`src/rtl/uart_pkg.sv`:
```
// Shared UART definitions: TX state / mux select codes and the default payload width.
// The TX output multiplexer decodes the same codes, so they live only here.
package uart_pkg;

  localparam int unsigned DEFAULT_DATA_WIDTH = 8;
  localparam int unsigned STATE_WIDTH        = 3;

  localparam logic [STATE_WIDTH-1:0] IDLE   = 3'd0;
  localparam logic [STATE_WIDTH-1:0] START  = 3'd1;
  localparam logic [STATE_WIDTH-1:0] DATA   = 3'd2;
  localparam logic [STATE_WIDTH-1:0] PARITY = 3'd3;
  localparam logic [STATE_WIDTH-1:0] STOP   = 3'd4;

  typedef enum logic [STATE_WIDTH-1:0] {
    StIdle   = IDLE,
    StStart  = START,
    StData   = DATA,
    StParity = PARITY,
    StStop   = STOP
  } tx_state_e;

endpackage

```
`src/rtl/uart_serializer.sv`:
```
// Payload shift register and bit counter for the UART transmitter.
// Presents the current bit LSB first and flags the final payload bit.
module uart_serializer
  import uart_pkg::*;
#(
  parameter int unsigned DATA_WIDTH = DEFAULT_DATA_WIDTH
) (
  input  logic                  clk,
  input  logic                  rst,
  input  logic                  load,
  input  logic                  shift,
  input  logic [DATA_WIDTH-1:0] data,
  output logic                  ser_data,
  output logic                  last_bit
);

  localparam int unsigned CntW = (DATA_WIDTH > 1) ? $clog2(DATA_WIDTH) : 1;

  logic [DATA_WIDTH-1:0] shift_q;
  logic [CntW-1:0]       cnt_q;

  always_ff @(posedge clk) begin
    if (rst) begin
      shift_q <= '0;
      cnt_q   <= '0;
    end else if (load) begin
      shift_q <= data;
      cnt_q   <= '0;
    end else if (shift) begin
      shift_q <= shift_q >> 1;
      cnt_q   <= cnt_q + 1'b1;
    end
  end

  assign ser_data = shift_q[0];
  assign last_bit = (cnt_q == CntW'(DATA_WIDTH - 1));

endmodule

```
`src/rtl/uart_tx_fsm.sv`:
```
// UART transmit frame sequencer: accepts a byte, then walks START, DATA, optional PARITY
// and STOP at one state per bit period, driving the TX mux select directly from the state.
module uart_tx_fsm
  import uart_pkg::*;
#(
  parameter int unsigned DATA_WIDTH = DEFAULT_DATA_WIDTH,
  parameter int unsigned STATEWIDTH = STATE_WIDTH
) (
  input  logic                  CLK,
  input  logic                  RST,
  input  logic [DATA_WIDTH-1:0] P_DATA,
  input  logic                  DATA_VALID,
  input  logic                  PAR_EN,
  input  logic                  PAR_TYP,
  output logic [STATEWIDTH-1:0] mux_sel,
  output logic                  ser_data,
  output logic                  par_bit,
  output logic                  busy
);

  tx_state_e state_q;
  logic      par_en_q;
  logic      load;
  logic      shift;
  logic      last_bit;

  assign load  = (state_q == StIdle) && DATA_VALID;
  assign shift = (state_q == StData);

  always_ff @(posedge CLK) begin
    if (RST) begin
      state_q  <= StIdle;
      busy     <= 1'b0;
      par_bit  <= 1'b0;
      par_en_q <= 1'b0;
    end else begin
      case (state_q)
        StIdle: begin
          if (DATA_VALID) begin
            state_q  <= StStart;
            busy     <= 1'b1;
            par_en_q <= PAR_EN;
            // Odd parity is the complement of the even (XOR) parity.
            par_bit  <= (^P_DATA) ^ PAR_TYP;
          end
        end
        StStart: state_q <= StData;
        StData: begin
          if (last_bit) begin
            state_q <= par_en_q ? StParity : StStop;
          end
        end
        StParity: state_q <= StStop;
        StStop: begin
          state_q <= StIdle;
          busy    <= 1'b0;
        end
        default: begin
          state_q <= StIdle;
          busy    <= 1'b0;
        end
      endcase
    end
  end

  assign mux_sel = STATEWIDTH'(state_q);

  uart_serializer #(
    .DATA_WIDTH (DATA_WIDTH)
  ) u_serializer (
    .clk      (CLK),
    .rst      (RST),
    .load     (load),
    .shift    (shift),
    .data     (P_DATA),
    .ser_data (ser_data),
    .last_bit (last_bit)
  );

endmodule

```
`config.mk`:
```
export PLATFORM = sky130hd
export DESIGN_NAME = uart_tx_fsm
export DESIGN_NICKNAME = d
export VERILOG_FILES = /design/src/rtl/uart_pkg.sv /design/src/rtl/uart_serializer.sv /design/src/rtl/uart_tx_fsm.sv
export SDC_FILE = /design/constraint.sdc
export NUM_CORES = 1
export LEC_CHECK = 0
export CAP_MARGIN = 20
export CORE_UTILIZATION = 45
export DETAILED_ROUTE_END_ITERATION = 10
export PLACE_DENSITY_LB_ADDON = 0.2
export SLEW_MARGIN = 20
export SYNTH_ARGS = -nofsm -noshare
export SYNTH_HDL_FRONTEND = slang
export SYNTH_SLANG_ARGS = --single-unit
```
`constraint.sdc`:
```
create_clock -name CLK -period 2.25 [get_ports CLK]
set_input_delay 0.225 -clock CLK [delete_from_list [all_inputs] [get_ports CLK]]
set_output_delay 0.225 -clock CLK [all_outputs]
set_load 0.01 [all_outputs]
```
==> impl_metrics.json, run 1 <==
{
  "period_minus_slack_ns": 1.59,
  "synth_edf_count": 0,
  "antenna_found_initial": 0,
  "wl_mm": 1.52,
  "setup_viol": 0,
  "final_net_count": 117,
  "worst_slack_ns": 0.663,
  "vias": 643,
  "hpwl_mm": 1.10,
  "fin_skew_ns": 0.00803,
  "grt_max_degree": 13,
  "crit_family": "buffers and inverters",
  "cts.sinks": 17,
  "cts-hold-fix-buffers": 0,
  "busiest_layer": "met2",
  "cpPeakStageDelay_ns": 0.59,
  "syn_area_sq_um": 793,
  "ys_types": 28,
  "drv_cap": 0,
  "grt.overflow.total": 0,
  "post_cts_buffers": 0,
  "routed_via_density": 5.50,
  "ioPinCount": 19,
  "detailedRoute.firstPassIterationCount": 9,
  "yosys.area.top_type": "dfxtp_1",
  "required_ns": 2.03,
  "start_util_pct": 50.3,
  "synthCells": 81,
  "grt_pass1_wl_mm": 2.64,
  "numCtsBuffers": 3,
  "end_kind": "primary output",
  "holdPathStages": 2,
  "grt_pass1_vias": 639,
  "root_buffer": "clkbuf_4",
  "postSynthNetCount": 96,
  "core_sq_mm": 0.00158,
  "port-buffer-count": 18,
  "place_ws_ns": 0.491,
  "period_share_pct": 70.5,
  "cp.arrival_ns": 1.36,
  "relSlewSlack_pct": 70.8,
  "layout_commonest_cell": "clkdlybuf4s50_1",
  "use_met2_pct": 31.3,
  "layout_common_cells": "18 x clkdlybuf4s50_1, 17 x dfxtp_1, 8 x a21oi_1, 8 x nand2_1, 6 x a22oi_1",
  "synth_seq_cells": 17,
  "path_buf_inv": 1,
  "die_area_sq_mm": 0.00193,
  "synth_area_leaders": "dfxtp_1 43%, mux2i_1 6.3%, a22oi_1 5.7%",
  "rsz0062_at_grt": "false",
  "powerDensity_mw_per_mm2": 636,
  "crit_cells": 1,
  "detail-route-antenna-nets": 0,
  "antennaDiodeCount": 0,
  "drive_above_1_share_pct": 9.90,
  "die_x_um": 44.0,
  "r2r_slack_ns": 0.71,
  "synth_top_area_share_pct": 42.9,
  "n_fill_cell": 143,
  "syn2layout_area_growth_pct": 28.4,
  "wl_per_cell_um": 13.0,
  "violations": "DRC",
  "postSynth.asyncResetShare_pct": 0,
  "leakagePower_nw": 0.390,
  "tightestPinTransition_ns": 0.437,
  "slew_violations": 0,
  "yosysWarnings": 0,
  "fmax_ghz": 0.630,
  "worst-setup-path-type": "reg -> out",
  "hold_path_class": "reg -> reg",
  "drt-initial-drc-count": 15,
  "drc": 1,
  "place_congestion": 0.739,
  "crit_slowest_cell": "clkdlybuf4s50_1",
  "synthFlopType": "dfxtp_1",
  "critPathMaxFanout": 8,
  "cts_tree": "built",
  "finalHoldViolations": 0,
  "crit_chain": "clkdlybuf4s50_1",
  "use_met3_pct": 5.00,
  "htree_levels": 1,
  "postSynthAreaPerCell_sq_um": 9.79,
  "ir_worst_vdd_uv": 369,
  "die_y_um": 44.0,
  "use_met1_pct": 21.8,
  "clkTransAtPathRegs_ns": 0.10,
  "clk_latency_ns": 0.29,
  "rows": 14,
  "cp-start-kind": "flip-flop",
  "track_usage_pct": 18.9,
  "rr_worst_depth": 4,
  "setup_tns_ns": 0,
  "synth-seq-area-share_pct": 42.9,
  "status": "finished, violations left",
  "clock_path_buffers": 2,
  "cts_resized": 0
}
## cells by family after synthesis
logic type	Yosys count	share of synthesized area, %
compound gates	18	15.0
xor+xnor	6	10.1
fa+ha+maj	2	3.15
buf+inv	7	4.10
flops	17	42.9
mux	5	6.31
simple gates	26	18.5
## flip-flops by register name, summed over array words and instances, names as in the netlist
register	count
par_en_q	1
busy	1
mux_sel	3
par_bit	1
u_serializer.shift_q	8
u_serializer.cnt_q	3
## worst register-to-register path, cell delays in order, from the launching register on
cell      delay [ns]
dfxtp_1         0.40
or4b_1          0.72
nor3_2          0.21
nand2_1         0.08
o211ai_2        0.07
## final cells by class
type	count	area (sq um)	share of cell area (%)
repair buffers	21	203	19.9
clock inverters	1	5.00	0.491
multi-input cells	57	420	41.3
inverters	2	7.51	0.737
well taps	16	20.0	1.97
clock buffers	3	22.5	2.21
flip-flops and latches	17	340	33.4
## power breakdown
group | switching, mW | total [mW] | internal [mW]
Combinational | 0.0636 | 0.146 | 0.0827
Clock | 0.0975 | 0.164 | 0.0662
Sequential | 0.0153 | 0.338 | 0.323
## final timing paths
check                                  to                     from
hold / removal    u_serializer.shift_q[6]  u_serializer.shift_q[6]
setup reg to reg                  par_bit               mux_sel[2]
setup / recovery               mux_sel[2]               mux_sel[2]
hold reg to reg   u_serializer.shift_q[6]  u_serializer.shift_q[6]
## per-stage QoR
step | cell area, sq um | std cells | power, mW | hold slack [ns] | utilization, %
4_1_cts | 1020 | 117 | 0.658 | 0.464 | 64.6
3_5_place_dp | 991 | 113 | 0.492 | 0.450 | 62.9
6_report | 1020 | 117 | 0.648 | 0.458 | 64.6
5_1_grt | 1020 | 117 | 0.686 | 0.483 | 64.6
2_1_floorplan | 793 | 81 | 0.432 | 0.361 | -
3_3_place_gp | 991 | 113 | 0.489 | 0.442 | 62.9
## cell usage after synthesis, drive strengths merged (2+ instances only)
| cell type | n |
|---|---|
| nand2 | 8 |
| nand3 | 2 |
| buf | 4 |
| a22oi | 6 |
| nor3 | 5 |
| a21oi | 8 |
| ha | 2 |
| inv | 2 |
| a211oi | 2 |
| nor2 | 4 |
| dfxtp | 17 |
| xnor3 | 2 |
| mux2i | 5 |
| xnor2 | 3 |
| nor4b | 2 |
## metal layers
| layer | up-vias | routed length, um |
|---|---|---|
| met1 | 292 | 733 |
| met3 | 4 | 64 |
| met2 | 13 | 690 |
| met5 | - | 0 |
| met4 | 0 | 29 |
| li1 | 334 | - |
No activity file was read; power rests on OpenSTA's default activity.
==> run 2: changes to the inputs <==
Clock period 2.25 ns to 1.5 ns, I/O delays scaled along.
==> run 2 against run 1 <==
Net effect:
- the run now ends clean
- combinational power increased by 61%
- cell count rose by 4.3%
- setup slack got worse by 0.58 ns
- critical path type is now reg -> reg
- largest cell class unchanged
- highest routed layer unchanged
==> impl_metrics.json, run 2 (synthesized netlist as in run 1, its figures left out) <==
{
  "largest_reg_flops": 8,
  "finalHoldViolations": 0,
  "critPathMaxFanout": 8,
  "ir_worst_vdd_uv": 811,
  "routed_via_density": 5.54,
  "slew_violations": 0,
  "drv_cap": 0,
  "drc": 0,
  "top_register": "u_serializer.shift_q",
  "htree_levels": 1,
  "cp.arrival_ns": 1.66,
  "period_share_pct": 94.4,
  "setup_viol": 0,
  "grt_pass1_vias": 617,
  "cts.sinks": 17,
  "rsz0062_at_grt": "false",
  "port-buffer-count": 18,
  "syn2layout_area_growth_pct": 33.9,
  "die_y_um": 44.0,
  "leakagePower_nw": 0.450,
  "worst-setup-path-type": "reg -> reg",
  "clock_path_buffers": 2,
  "hpwl_mm": 1.16,
  "multi_input_area_sq_um": 420,
  "antenna_found_initial": 0,
  "wl_per_cell_um": 13.1,
  "grt_pass1_wl_mm": 2.72,
  "tightestPinTransition_ns": 0.445,
  "dpl.cell_count": 118,
  "ioPinCount": 19,
  "hp-start": "PAR_EN",
  "root_buffer": "clkbuf_4",
  "setup_tns_ns": 0,
  "drive_above_1_share_pct": 15.1,
  "regToRegStartpoint": "mux_sel[2]",
  "fin_util_pct": 67.4,
  "die_area_sq_mm": 0.00193,
  "end_kind": "flip-flop",
  "ff_latch_area_sq_um": 342,
  "instances_no_fill": 122,
  "fin_skew_ns": 0.00783,
  "clk_latency_ns": 0.30,
  "core_sq_mm": 0.00158,
  "track_usage_pct": 19.8,
  "drt-initial-drc-count": 23,
  "numCtsBuffers": 3,
  "period_minus_slack_ns": 1.42,
  "reg2reg_to": "par_bit",
  "rr_worst_depth": 4,
  "die_x_um": 44.0,
  "r2r_slack_ns": 0.08,
  "required_ns": 1.74,
  "status": "finished, final reports clean",
  "hold_path_class": "in -> reg",
  "whs_endpoint": "par_en_q",
  "start_util_pct": 50.3,
  "rows": 14,
  "layout_common_cells": "16 x dfxtp_1, 16 x clkdlybuf4s50_1, 8 x a21oi_1, 8 x nand2_1, 8 x buf_4",
  "vias": 676,
  "detailedRoute.firstPassIterationCount": 6,
  "antennaDiodeCount": 0,
  "cts_tree": "built",
  "powerDensity_mw_per_mm2": 934,
  "clkTransAtPathRegs_ns": 0.11,
  "detail-route-antenna-nets": 0,
  "grt.overflow.total": 0,
  "fmax_ghz": 0.706,
  "power_uw": 992,
  "n_fill_cell": 134,
  "final_net_count": 122,
  "wl_mm": 1.60,
  "place_congestion": 0.740,
  "cp-start-kind": "flip-flop",
  "relSlewSlack_pct": 70.3,
  "grt_max_degree": 12,
  "holdPathStages": 3
}
[run 2: where the power goes]
group	internal [mW]	total [mW]	leakage, nW	switching (mW)
Sequential	0.484	0.504	0.140	0.0201
Clock	0.0995	0.253	0.0177	0.153
Combinational	0.133	0.235	0.293	0.102
[run 2: layout make-up]
class / count / share of cell area (%)
well taps: 16 / 1.88
inverters: 2 / 0.707
flip-flops and latches: 17 / 32.2
repair buffers: 26 / 23.1
multi-input cells: 57 / 39.6
clock buffers: 3 / 2.12
clock inverters: 1 / 0.471
[run 2: worst max-delay path, cell delays in order, from the launching register on]
cell and delay [ns]:
dfxtp_1 0.32, or4b_1 0.68, nor3_2 0.20, nand2_1 0.09, o211ai_2 0.07
[run 2: routing by layer]
layer | share of wire, % | up-vias | routed length, um | global-route usage, %
met5 | 0 | - | 0 | 0
met4 | 1.7 | 0 | 28 | 9.09
met3 | 4.5 | 4 | 72 | 6.25
met2 | 48 | 19 | 772 | 30.7
met1 | 45 | 310 | 728 | 25.3
li1 | - | 343 | - | -
[run 2: what timing repair did]
item | 4_1_cts | 5_1_grt
hold buffers | 0 | 0
setup buffers | 0 | 0
endpoints found under the hold margin | 0 | 0
gates resized for setup | 0 | 3
endpoints found under the setup margin | 0 | 5
[run 2: how the worst max path moves through the flow]
stage / start / end / slack [ns] / depth (start not counted)
6_report: mux_sel[2] / par_bit / 0.08 / 4
5_1_grt: mux_sel[2] / u_serializer.shift_q[7] / 0.01 / 6
4_1_cts: mux_sel[1] / mux_sel[1] / 0.004 / 1
3_5_place_dp: DATA_VALID / par_bit / -0.15 / 5
3_3_place_gp: DATA_VALID / par_bit / -0.14 / 5
2_1_floorplan: mux_sel[2] / par_bit / 0.11 / 5
[run 2: metrics by stage]
step | area, sq um | setup slack, ns | hold slack [ns]
2_1_floorplan | 793 | 0.107 | 0.286
3_3_place_gp | 1030 | -0.136 | 0.441
3_5_place_dp | 1030 | -0.150 | 0.445
4_1_cts | 1060 | 0.00377 | 0.400
5_1_grt | 1060 | 0.0130 | 0.415
6_report | 1060 | 0.0840 | 0.397
